`config.mk`:
```
export PLATFORM = sky130hd
export DESIGN_NAME = host_mem_arbiter_flat
export DESIGN_NICKNAME = d
export VERILOG_FILES = /design/src/rtl/host_mem_arbiter_if.sv /design/src/rtl/host_mem_arbiter.sv /design/src/flat_wrapper.sv
export SDC_FILE = /design/constraint.sdc
export NUM_CORES = 1
export LEC_CHECK = 0
export BUFFER_PORTS_ARGS = -buffer_cell sky130_fd_sc_hd__buf_2
export CORE_AREA = 2 2 480 482
export CTS_CLUSTER_DIAMETER = 50
export DETAILED_ROUTE_END_ITERATION = 7
export DIE_AREA = 0 0 482 484
export PLACE_DENSITY = 0.3
export SETUP_SLACK_MARGIN = 0.4
export SLEW_MARGIN = 20
export SYNTH_ARGS = -nofsm -noshare
export SYNTH_HDL_FRONTEND = slang
export SYNTH_SLANG_ARGS = --single-unit
```
`constraint.sdc`:
```
create_clock -name clk -period 2.1 [get_ports clk]
set_clock_uncertainty 0.2 [all_clocks]
set_input_delay 0.42 -clock clk [delete_from_list [all_inputs] [get_ports clk]]
set_output_delay 0.42 -clock clk [all_outputs]
set_load 0.02 [all_outputs]
```
`src/rtl/host_mem_arbiter_if.sv`:
```
// Host memory arbiter bus bundle.
// Carries the cache fill / write-back requests in and the host strobes,
// address, data and status flags out.
//   master : the arbiter (drives host strobes, completions, status)
//   slave  : requesters + host model (drive requests, host ready)
interface host_mem_arbiter_if;
  logic         host_init;
  logic         i_rd_req;
  logic [31:0]  i_miss_addr;
  logic         d_rd_req;
  logic [31:0]  d_miss_addr;
  logic         wb_req;
  logic [31:0]  wb_addr;
  logic [511:0] wb_data;
  logic         host_rd_ready;
  logic         host_wr_ready;

  logic [63:0]  cpu_addr;
  logic         host_rgo;
  logic         host_re;
  logic         host_wgo;
  logic         host_we;
  logic [511:0] host_data_bus_write_out;
  logic [31:0]  host_rd_addr;
  logic         i_fill_done;
  logic         d_fill_done;
  logic         wb_done;
  logic         timeout_err;
  logic         busy;

  modport master (
    input  host_init, i_rd_req, i_miss_addr, d_rd_req, d_miss_addr,
           wb_req, wb_addr, wb_data, host_rd_ready, host_wr_ready,
    output cpu_addr, host_rgo, host_re, host_wgo, host_we,
           host_data_bus_write_out, host_rd_addr, i_fill_done,
           d_fill_done, wb_done, timeout_err, busy
  );

  modport slave (
    output host_init, i_rd_req, i_miss_addr, d_rd_req, d_miss_addr,
           wb_req, wb_addr, wb_data, host_rd_ready, host_wr_ready,
    input  cpu_addr, host_rgo, host_re, host_wgo, host_we,
           host_data_bus_write_out, host_rd_addr, i_fill_done,
           d_fill_done, wb_done, timeout_err, busy
  );
endinterface

```
`src/rtl/host_mem_arbiter.sv`:
```
// Host memory arbiter: serialises I-cache fills, D-cache fills and
// write-backs onto a single host link, one transaction at a time.
// Ports:
//   clk, rst_n : clock, async active-low reset
//   bus        : host_mem_arbiter_if.master (requests in; host strobes,
//                address/data, completion pulses, timeout_err, busy out)
// Parameter TIMEOUT: cycles a transaction may wait for host ready.
module host_mem_arbiter #(
  parameter int TIMEOUT = 1024
) (
  input logic               clk,
  input logic               rst_n,
  host_mem_arbiter_if.master bus
);

  localparam int CW = $clog2(TIMEOUT) + 1;
  localparam logic [CW-1:0] CNT_LAST = CW'(TIMEOUT - 1);

  // requester ids
  localparam logic [1:0] ID_I  = 2'd0;
  localparam logic [1:0] ID_D  = 2'd1;
  localparam logic [1:0] ID_WB = 2'd2;

  typedef enum logic [1:0] {ST_STARTUP, ST_IDLE, ST_RD, ST_WR} state_t;

  state_t         state_q, state_d;
  logic [1:0]     last_q, last_d;   // last granted (also owner of current xfer)
  logic [CW-1:0]  cnt_q, cnt_d;
  logic [31:0]    addr_q, addr_d;
  logic [511:0]   line_q, line_d;
  logic           err_q, err_d;

  // round-robin pick; bit 3 is a never-set pad so the index stays in range
  logic [3:0]     req_v;
  logic [1:0]     first, second, third, gnt_id;
  logic           gnt_vld;

  assign req_v = {1'b0, bus.wb_req, bus.d_rd_req, bus.i_rd_req};

  always_comb begin
    first  = ID_I;
    second = ID_D;
    third  = ID_WB;
    case (last_q)
      ID_I:    begin first = ID_D;  second = ID_WB; third = ID_I; end
      ID_D:    begin first = ID_WB; second = ID_I;  third = ID_D; end
      default: ;
    endcase
    gnt_vld = |req_v[2:0];
    if (req_v[first])       gnt_id = first;
    else if (req_v[second]) gnt_id = second;
    else                    gnt_id = third;
  end

  logic        rgo, re, wgo, we, i_done, d_done, w_done;
  logic [63:0] cpu_addr_c;
  logic [31:0] rd_addr_c;

  always_comb begin
    state_d    = state_q;
    last_d     = last_q;
    cnt_d      = cnt_q;
    addr_d     = addr_q;
    line_d     = line_q;
    err_d      = err_q;
    rgo        = 1'b0;
    re         = 1'b0;
    wgo        = 1'b0;
    we         = 1'b0;
    i_done     = 1'b0;
    d_done     = 1'b0;
    w_done     = 1'b0;
    cpu_addr_c = '0;
    rd_addr_c  = '0;
    case (state_q)
      ST_STARTUP: if (bus.host_init) state_d = ST_IDLE;
      ST_IDLE: begin
        if (gnt_vld) begin
          last_d = gnt_id;
          cnt_d  = '0;
          case (gnt_id)
            ID_I:    begin addr_d = bus.i_miss_addr; state_d = ST_RD; end
            ID_D:    begin addr_d = bus.d_miss_addr; state_d = ST_RD; end
            default: begin
              addr_d  = bus.wb_addr;
              line_d  = bus.wb_data;
              state_d = ST_WR;
            end
          endcase
        end
      end
      ST_RD: begin
        rgo        = 1'b1;
        cpu_addr_c = {46'b0, addr_q[15:0], 2'b00};
        rd_addr_c  = addr_q;
        // ready on the last allowed cycle still wins over the abort
        if (bus.host_rd_ready) begin
          re      = 1'b1;
          i_done  = (last_q == ID_I);
          d_done  = (last_q == ID_D);
          state_d = ST_IDLE;
        end else if (cnt_q >= CNT_LAST) begin
          err_d   = 1'b1;
          state_d = ST_IDLE;
        end else begin
          cnt_d = cnt_q + 1'b1;
        end
      end
      ST_WR: begin
        wgo        = 1'b1;
        cpu_addr_c = {46'b0, addr_q[15:0], 2'b00};
        if (bus.host_wr_ready) begin
          we      = 1'b1;
          w_done  = 1'b1;
          state_d = ST_IDLE;
        end else if (cnt_q >= CNT_LAST) begin
          err_d   = 1'b1;
          state_d = ST_IDLE;
        end else begin
          cnt_d = cnt_q + 1'b1;
        end
      end
      default: state_d = ST_STARTUP;
    endcase
  end

  // last_q resets to wb so that i holds top priority after reset
  always_ff @(posedge clk or negedge rst_n) begin
    if (!rst_n) begin
      state_q <= ST_STARTUP;
      last_q  <= ID_WB;
      cnt_q   <= '0;
      addr_q  <= '0;
      line_q  <= '0;
      err_q   <= 1'b0;
    end else begin
      state_q <= state_d;
      last_q  <= last_d;
      cnt_q   <= cnt_d;
      addr_q  <= addr_d;
      line_q  <= line_d;
      err_q   <= err_d;
    end
  end

  assign bus.cpu_addr                = cpu_addr_c;
  assign bus.host_rgo                = rgo;
  assign bus.host_re                 = re;
  assign bus.host_wgo                = wgo;
  assign bus.host_we                 = we;
  assign bus.host_data_bus_write_out = line_q;
  assign bus.host_rd_addr            = rd_addr_c;
  assign bus.i_fill_done             = i_done;
  assign bus.d_fill_done             = d_done;
  assign bus.wb_done                 = w_done;
  assign bus.timeout_err             = err_q;
  assign bus.busy                    = (state_q == ST_RD) || (state_q == ST_WR);

endmodule

```
`src/flat_wrapper.sv`:
```
// flat-port wrapper written by rule: the top's interface ports become plain ports
module host_mem_arbiter_flat 
#(
  parameter int TIMEOUT = 1024
)
  (clk, rst_n, bus_host_init, bus_i_rd_req, bus_i_miss_addr, bus_d_rd_req, bus_d_miss_addr, bus_wb_req, bus_wb_addr, bus_wb_data, bus_host_rd_ready, bus_host_wr_ready, bus_cpu_addr, bus_host_rgo, bus_host_re, bus_host_wgo, bus_host_we, bus_host_data_bus_write_out, bus_host_rd_addr, bus_i_fill_done, bus_d_fill_done, bus_wb_done, bus_timeout_err, bus_busy);
  host_mem_arbiter_if bus_i ();
  input logic clk;
  input logic rst_n;
  input wire logic [$bits(bus_i.host_init)-1:0] bus_host_init;
  input wire logic [$bits(bus_i.i_rd_req)-1:0] bus_i_rd_req;
  input wire logic [$bits(bus_i.i_miss_addr)-1:0] bus_i_miss_addr;
  input wire logic [$bits(bus_i.d_rd_req)-1:0] bus_d_rd_req;
  input wire logic [$bits(bus_i.d_miss_addr)-1:0] bus_d_miss_addr;
  input wire logic [$bits(bus_i.wb_req)-1:0] bus_wb_req;
  input wire logic [$bits(bus_i.wb_addr)-1:0] bus_wb_addr;
  input wire logic [$bits(bus_i.wb_data)-1:0] bus_wb_data;
  input wire logic [$bits(bus_i.host_rd_ready)-1:0] bus_host_rd_ready;
  input wire logic [$bits(bus_i.host_wr_ready)-1:0] bus_host_wr_ready;
  output wire logic [$bits(bus_i.cpu_addr)-1:0] bus_cpu_addr;
  output wire logic [$bits(bus_i.host_rgo)-1:0] bus_host_rgo;
  output wire logic [$bits(bus_i.host_re)-1:0] bus_host_re;
  output wire logic [$bits(bus_i.host_wgo)-1:0] bus_host_wgo;
  output wire logic [$bits(bus_i.host_we)-1:0] bus_host_we;
  output wire logic [$bits(bus_i.host_data_bus_write_out)-1:0] bus_host_data_bus_write_out;
  output wire logic [$bits(bus_i.host_rd_addr)-1:0] bus_host_rd_addr;
  output wire logic [$bits(bus_i.i_fill_done)-1:0] bus_i_fill_done;
  output wire logic [$bits(bus_i.d_fill_done)-1:0] bus_d_fill_done;
  output wire logic [$bits(bus_i.wb_done)-1:0] bus_wb_done;
  output wire logic [$bits(bus_i.timeout_err)-1:0] bus_timeout_err;
  output wire logic [$bits(bus_i.busy)-1:0] bus_busy;
  assign bus_i.host_init = bus_host_init;
  assign bus_i.i_rd_req = bus_i_rd_req;
  assign bus_i.i_miss_addr = bus_i_miss_addr;
  assign bus_i.d_rd_req = bus_d_rd_req;
  assign bus_i.d_miss_addr = bus_d_miss_addr;
  assign bus_i.wb_req = bus_wb_req;
  assign bus_i.wb_addr = bus_wb_addr;
  assign bus_i.wb_data = bus_wb_data;
  assign bus_i.host_rd_ready = bus_host_rd_ready;
  assign bus_i.host_wr_ready = bus_host_wr_ready;
  assign bus_cpu_addr = bus_i.cpu_addr;
  assign bus_host_rgo = bus_i.host_rgo;
  assign bus_host_re = bus_i.host_re;
  assign bus_host_wgo = bus_i.host_wgo;
  assign bus_host_we = bus_i.host_we;
  assign bus_host_data_bus_write_out = bus_i.host_data_bus_write_out;
  assign bus_host_rd_addr = bus_i.host_rd_addr;
  assign bus_i_fill_done = bus_i.i_fill_done;
  assign bus_d_fill_done = bus_i.d_fill_done;
  assign bus_wb_done = bus_i.wb_done;
  assign bus_timeout_err = bus_i.timeout_err;
  assign bus_busy = bus_i.busy;
  host_mem_arbiter #(.TIMEOUT(TIMEOUT)) u_core (.clk(clk), .rst_n(rst_n), .bus(bus_i));
endmodule
```
Word level (Yosys, flattened, before mapping)

Index checks and enable logic that the tools add are counted.

Flip-flop bits (word level): 560
Input bits: 616
Output and inout bits: 617
Logic and storage cells: 72

Add/sub/neg operators: 1
Magnitude comparators: 3
Equal/unequal tests: 9
Muxes and demuxes: 38
Bitwise operators: 1
Reductions and logical operators: 14

Operator list:

| cell                                                                    | number |
|---|---|
| 32-bit case mux with 2 select lines                                     | 1 |
| 11-bit 2-to-1 mux                                                       | 4 |
| 11-bit case mux with 3 select lines                                     | 1 |
| 32-bit 2-to-1 mux                                                       | 1 |
| 18-bit 2-to-1 mux                                                       | 1 |
| 1-bit 2-to-1 mux                                                        | 16 |
| 2-bit 2-to-1 mux                                                        | 7 |
| 2-bit case mux with 2 select lines                                      | 3 |
| 11-bit by 1-bit adder with 11-bit output, second input constant         | 1 |
| 11-bit by 10-bit >= comparator with 1-bit output, second input constant | 1 |
| 2-bit case mux with 4 select lines                                      | 1 |
| 2-bit by 1-bit equality test with 1-bit output, second input constant   | 3 |
| 2-bit zero test                                                         | 3 |
| 2-bit by 3-bit < comparator with 1-bit output, second input constant    | 2 |
| 2-bit inequality test, second input constant                            | 3 |
| 3-bit AND reduction                                                     | 2 |
| 1-bit binary-select mux with 2-bit select                               | 2 |
| 2-bit equality test, second input constant                              | 2 |
| 2-bit AND reduction                                                     | 2 |
| 4-bit AND reduction                                                     | 1 |
| 2-bit OR reduction                                                      | 2 |
| 3-bit nonzero test                                                      | 1 |
| 3-bit OR reduction                                                      | 1 |
| 2-bit by 1-bit inequality test with 1-bit output, second input constant | 1 |
| 4 further kinds                                                         | 4 |

Depth between registers and ports, before layout

Word-level depth: 11
Gate-level depth with buffers: 9
Mapped depth without buffers: 5

Least setup slack after synthesis

No wires, ideal clock.

Kind: input to register
Start: in bus_i_rd_req
End: reg u_core.line_q[351] (netlist: u_core.bus.host_data_bus_write_out[351])
Library setup time: 125 ps
Arrival: 2008 ps
Required time: 1775 ps
Path slack: -233 ps
Cell stages on the path: 9
Path buffers: 5
Cells stage by stage: buf_6 or3_1 and2_1 buf_6 o21a_1 buf_6 buf_6 buf_6 mux2_4

Word-level cells in the longest chain between the ends: 8
Elaborated cells on any way between the ends: 12
Those cells by class: 1 x eq/ne; 6 x mux; 1 x bitwise; 4 x reduce/logical

RTL lines:

| element                                                                                  | line                    | source |
|---|---|---|
| start: declaration                                                                       | flat_wrapper.sv:11      | `input wire logic [$bits(bus_i.i_rd_req)-1:0] bus_i_rd_req;` |
| 1-bit binary-select mux with 2-bit select                                                | host_mem_arbiter.sv:51  | `else if (req_v[second]) gnt_id = second;` |
| 1-bit 2-to-1 mux (not written as such)                                                   | host_mem_arbiter.sv:51  |  |
| 2-bit 2-to-1 mux                                                                         | host_mem_arbiter.sv:51  |  |
| 2-bit 2-to-1 mux                                                                         | host_mem_arbiter.sv:50  | `if (req_v[first]) gnt_id = first;` |
| 2-bit by 1-bit equality test with 1-bit output / 2-bit zero test (equally long branches) | host_mem_arbiter.sv:81  | `case (gnt_id)` |
| 2-bit OR reduction (no line)                                                             | --                      |  |
| 1-bit NOT (no line)                                                                      | --                      |  |
| 3-bit AND reduction (no line) *                                                          | --                      |  |
| end signal: assignment                                                                   | host_mem_arbiter.sv:141 | `line_q <= line_d;` |
| end: declaration                                                                         | host_mem_arbiter.sv:30  | `logic [511:0] line_q, line_d;` |

Every way passes the cells marked *; elsewhere a longest branch is shown, timed or not. The select of a mux whose other input is x is not followed.
A chain may end at the register's enable or synchronous reset.

Worst setup path in the final report

Start: reg u_core.state_q[1]
End: out bus_host_rd_addr[20]

Word-level cells in the longest chain between the ends: 2

RTL lines:

| element                  | line                    | source |
|---|---|---|
| start: declaration       | host_mem_arbiter.sv:26  | `state_t state_q, state_d;` |
| start signal: assignment | host_mem_arbiter.sv:137 | `state_q <= state_d;` |
| 2-bit equality test      | host_mem_arbiter.sv:75  | `case (state_q)` |
| 32-bit 2-to-1 mux        | host_mem_arbiter.sv:75  |  |
| end: declaration         | flat_wrapper.sv:26      | `output wire logic [$bits(bus_i.host_rd_addr)-1:0] bus_host_rd_addr;` |

Every way passes these cells.

==> run metrics <==
Initial Util 10.7%; Fillers approximately 25000; Tmin final 2.64 ns; Fin Hold WS around 0.11 ns; WS Path Type reg2out; failing checks negative setup slack; routed wire length about 140 mm; Worst IR Drop VDD slightly below 700 uV; Worst-Skew Late Latency around 0.74 ns; R2R Path End u_core.bus.host_data_bus_write_out[109]; max-slew violations 0; met1 WL ~54 mm; drt drc 0; worst-path fanout max 26; Top Ports roughly 1200; FF-to-FF path depth 10; Routed WL per cell around 20 um; fin util a little over a fifth; Post-synth EDFFs 0; die width 482 um; WL met3 around 12 mm; pin count of the biggest net entering global routing 81; vias in the first global route approximately 23000; initial antenna violation count 33; root buffer cell clkbuf_16; synthesized area ~24000 um2; CP Launch Type flip-flop; Min-Delay Path Class in2async; most frequently used cell type in the post-synthesis netlist dfrtp_1; top sig layer met5; Area Overhead vs Synth 97.7%; final hold vios 0; RR Startpoint u_core.last_q[1]; asr flop ratio synth 100%; status finished, violations left; Placed Area about 35000 um2; clock sink count between 500 and 600; final setup margin -0.542 ns; post-route cell area just under 50000 um2; global-route usage over all layers 11.2%; Core Region 229000 um2; vias per cell 3.12; YS warnings 0; met2 WL ~67 mm; Clk pin slew, worst setup/hold paths approximately 0.050 ns; FMAX roughly 380 MHz; Cell variety after synth 43; hpwl dp ~100 mm; die height between 400 and 500 um; detailed-route via count roughly 21000; Req. time, crit path 1.48 ns; Max-Cap Viols 0; CTS tree built; P per Cell Area around 1600 nW/um2; main area contributors after synthesis dfrtp_1, mux2_4, buf_6; gpl congestion between 0.8 and 0.9; RSZ-0062 raised after global routing true; Setup Viol. Count Final 530; register area share after synthesis a little under three fifths; global route overflow 0; share of the synthesized area in the top cell type between 50% and 60%; worst rel slew slack around 55%; Post-Syn Instances between 1000 and 1500; clock buffer depth 3; top cell type by total area after synthesis dfrtp_1; post-route ant nets 0; layout cells sized above 1 between 60% and 70%; Setup crit end kind output port; CP Data Arrival Time slightly above 2 ns; Final period util 126%; port buffer count between 1000 and 1500; Yosys reg bits between 500 and 600; worst reg2reg setup slack -0.45 ns; NumNets Final approximately 4200; CTS Buf Count 108; die area 233000 um2; Slew @ Worst Pin roughly 0.67 ns; Rows 176; Leak Pwr about 22 nW; most common library cells after synthesis dfrtp_1, mux2_4, and2_1, buf_6, buf_4; initial DRC count 647; drt pass-1 iters 4; first-pass GRT wire length approximately 190 mm; Setup TNS -173.11 ns; Avg Inst Size Synth 16.3 um2; H-tree levels 3; Most used DFF post-synth dfrtp_1
[state kept, by name, indices dropped and copies added, names as in the netlist]
signal                              cells
u_core.bus.timeout_err                  1
u_core.state_q                          2
u_core.bus.host_data_bus_write_out    512
u_core.cnt_q                           11
u_core.addr_q                          32
u_core.last_q                           2
[timing repair]
item,in CTS,in global routing
buffers inserted,32,41
resized for setup,195,267
endpoints found under the hold margin,1114,0
hold buffers,616,0
endpoints found under the setup margin,1129,1129
pin swaps,1,5
cloned,32,19
[per-stage QoR]
step	worst slack, ns	power [mW]	cells
2_1_floorplan	-0.160	38.6	1546
3_3_place_gp	-0.487	51.6	5760
3_5_place_dp	-0.456	51.6	5760
4_1_cts	-0.644	74.4	6642
5_1_grt	-0.659	79.2	6711
6_report	-0.542	75.3	6713
[power breakdown]
part	leakage (nW)	total [mW]	internal (mW)	switching, mW
sequential	6.68	19.9	16.3	3.56
clock	1.86	18.3	11.5	6.81
combinational	13.9	37.1	18.6	18.6
total	22.5	75.3	46.4	28.9
[kinds of logic after synthesis]
| kind of cell | after synthesis | synth area share (%) |
|---|---|---|
| flops | 560 | 57.2 |
| other cells | 1 | 0.0153 |
| buf+inv | 160 | 5.00 |
| mux | 517 | 31.1 |
| fa+ha+maj | 1 | 0.0511 |
| compound gates | 114 | 3.25 |
| simple gates | 146 | 3.34 |
[cell type report]
cell class                      count  area [um2]  share of cell area, %
Multi-Input combinational cell    826        9770                   20.2
Timing Repair Buffer             2066       16900                   34.9
Clock buffer                      137        3000                   6.20
Inverter                           22        87.6                  0.181
Clock inverter                     65         826                   1.71
Sequential cell                   560       14000                   29.0
Tap cell                         3026        3790                   7.82
Antenna cell                       11        27.5                 0.0569
[worst max path at each step]
stage | startpoint | depth (start not counted) | slack (ns) | endpoint
after CTS | u_core.state_q[1] | 6 | -0.64 | bus_host_rd_addr[20]
after global routing | u_core.state_q[1] | 6 | -0.66 | bus_host_rd_addr[8]
final | u_core.state_q[1] | 6 | -0.54 | bus_host_rd_addr[20]
after global placement | bus_wb_req | 7 | -0.49 | u_core.bus.host_data_bus_write_out[457]
after floorplan | bus_i_rd_req | 9 | -0.16 | u_core.bus.host_data_bus_write_out[351]
after detailed placement | bus_wb_req | 7 | -0.46 | u_core.bus.host_data_bus_write_out[457]
[metal layers]
layer  global-route usage (%)  up-vias
met5                        0        -
met2                     19.3      968
li1                         -     9497
met1                     12.9    10300
met4                     3.76       12
met3                     3.64      185
[critical path, stage by stage (launching register included)]
cell and delay, ns:
dfrtp_1 0.40, buf_6 0.12, nor2b_4 0.13, buf_12 0.15, buf_4 0.14, and2_2 0.18, buf_4 0.15
[placed cells by master, fill, tap and decap left out, types with 44 or more instances in the layout]
| master | netlist | layout |
|---|---|---|
| buf_2 | 3 | 1098 |
| dlygate4sd3_1 | 0 | 616 |
| dfrtp_1 | 559 | 553 |
| mux2_4 | 480 | 505 |
| clkbuf_16 | 0 | 123 |
| buf_6 | 52 | 103 |
| buf_4 | 49 | 93 |
| buf_12 | 0 | 59 |
| conb_1 | 1 | 48 |
| buf_16 | 0 | 44 |
Note: power is estimated with default switching activity, not from simulation.
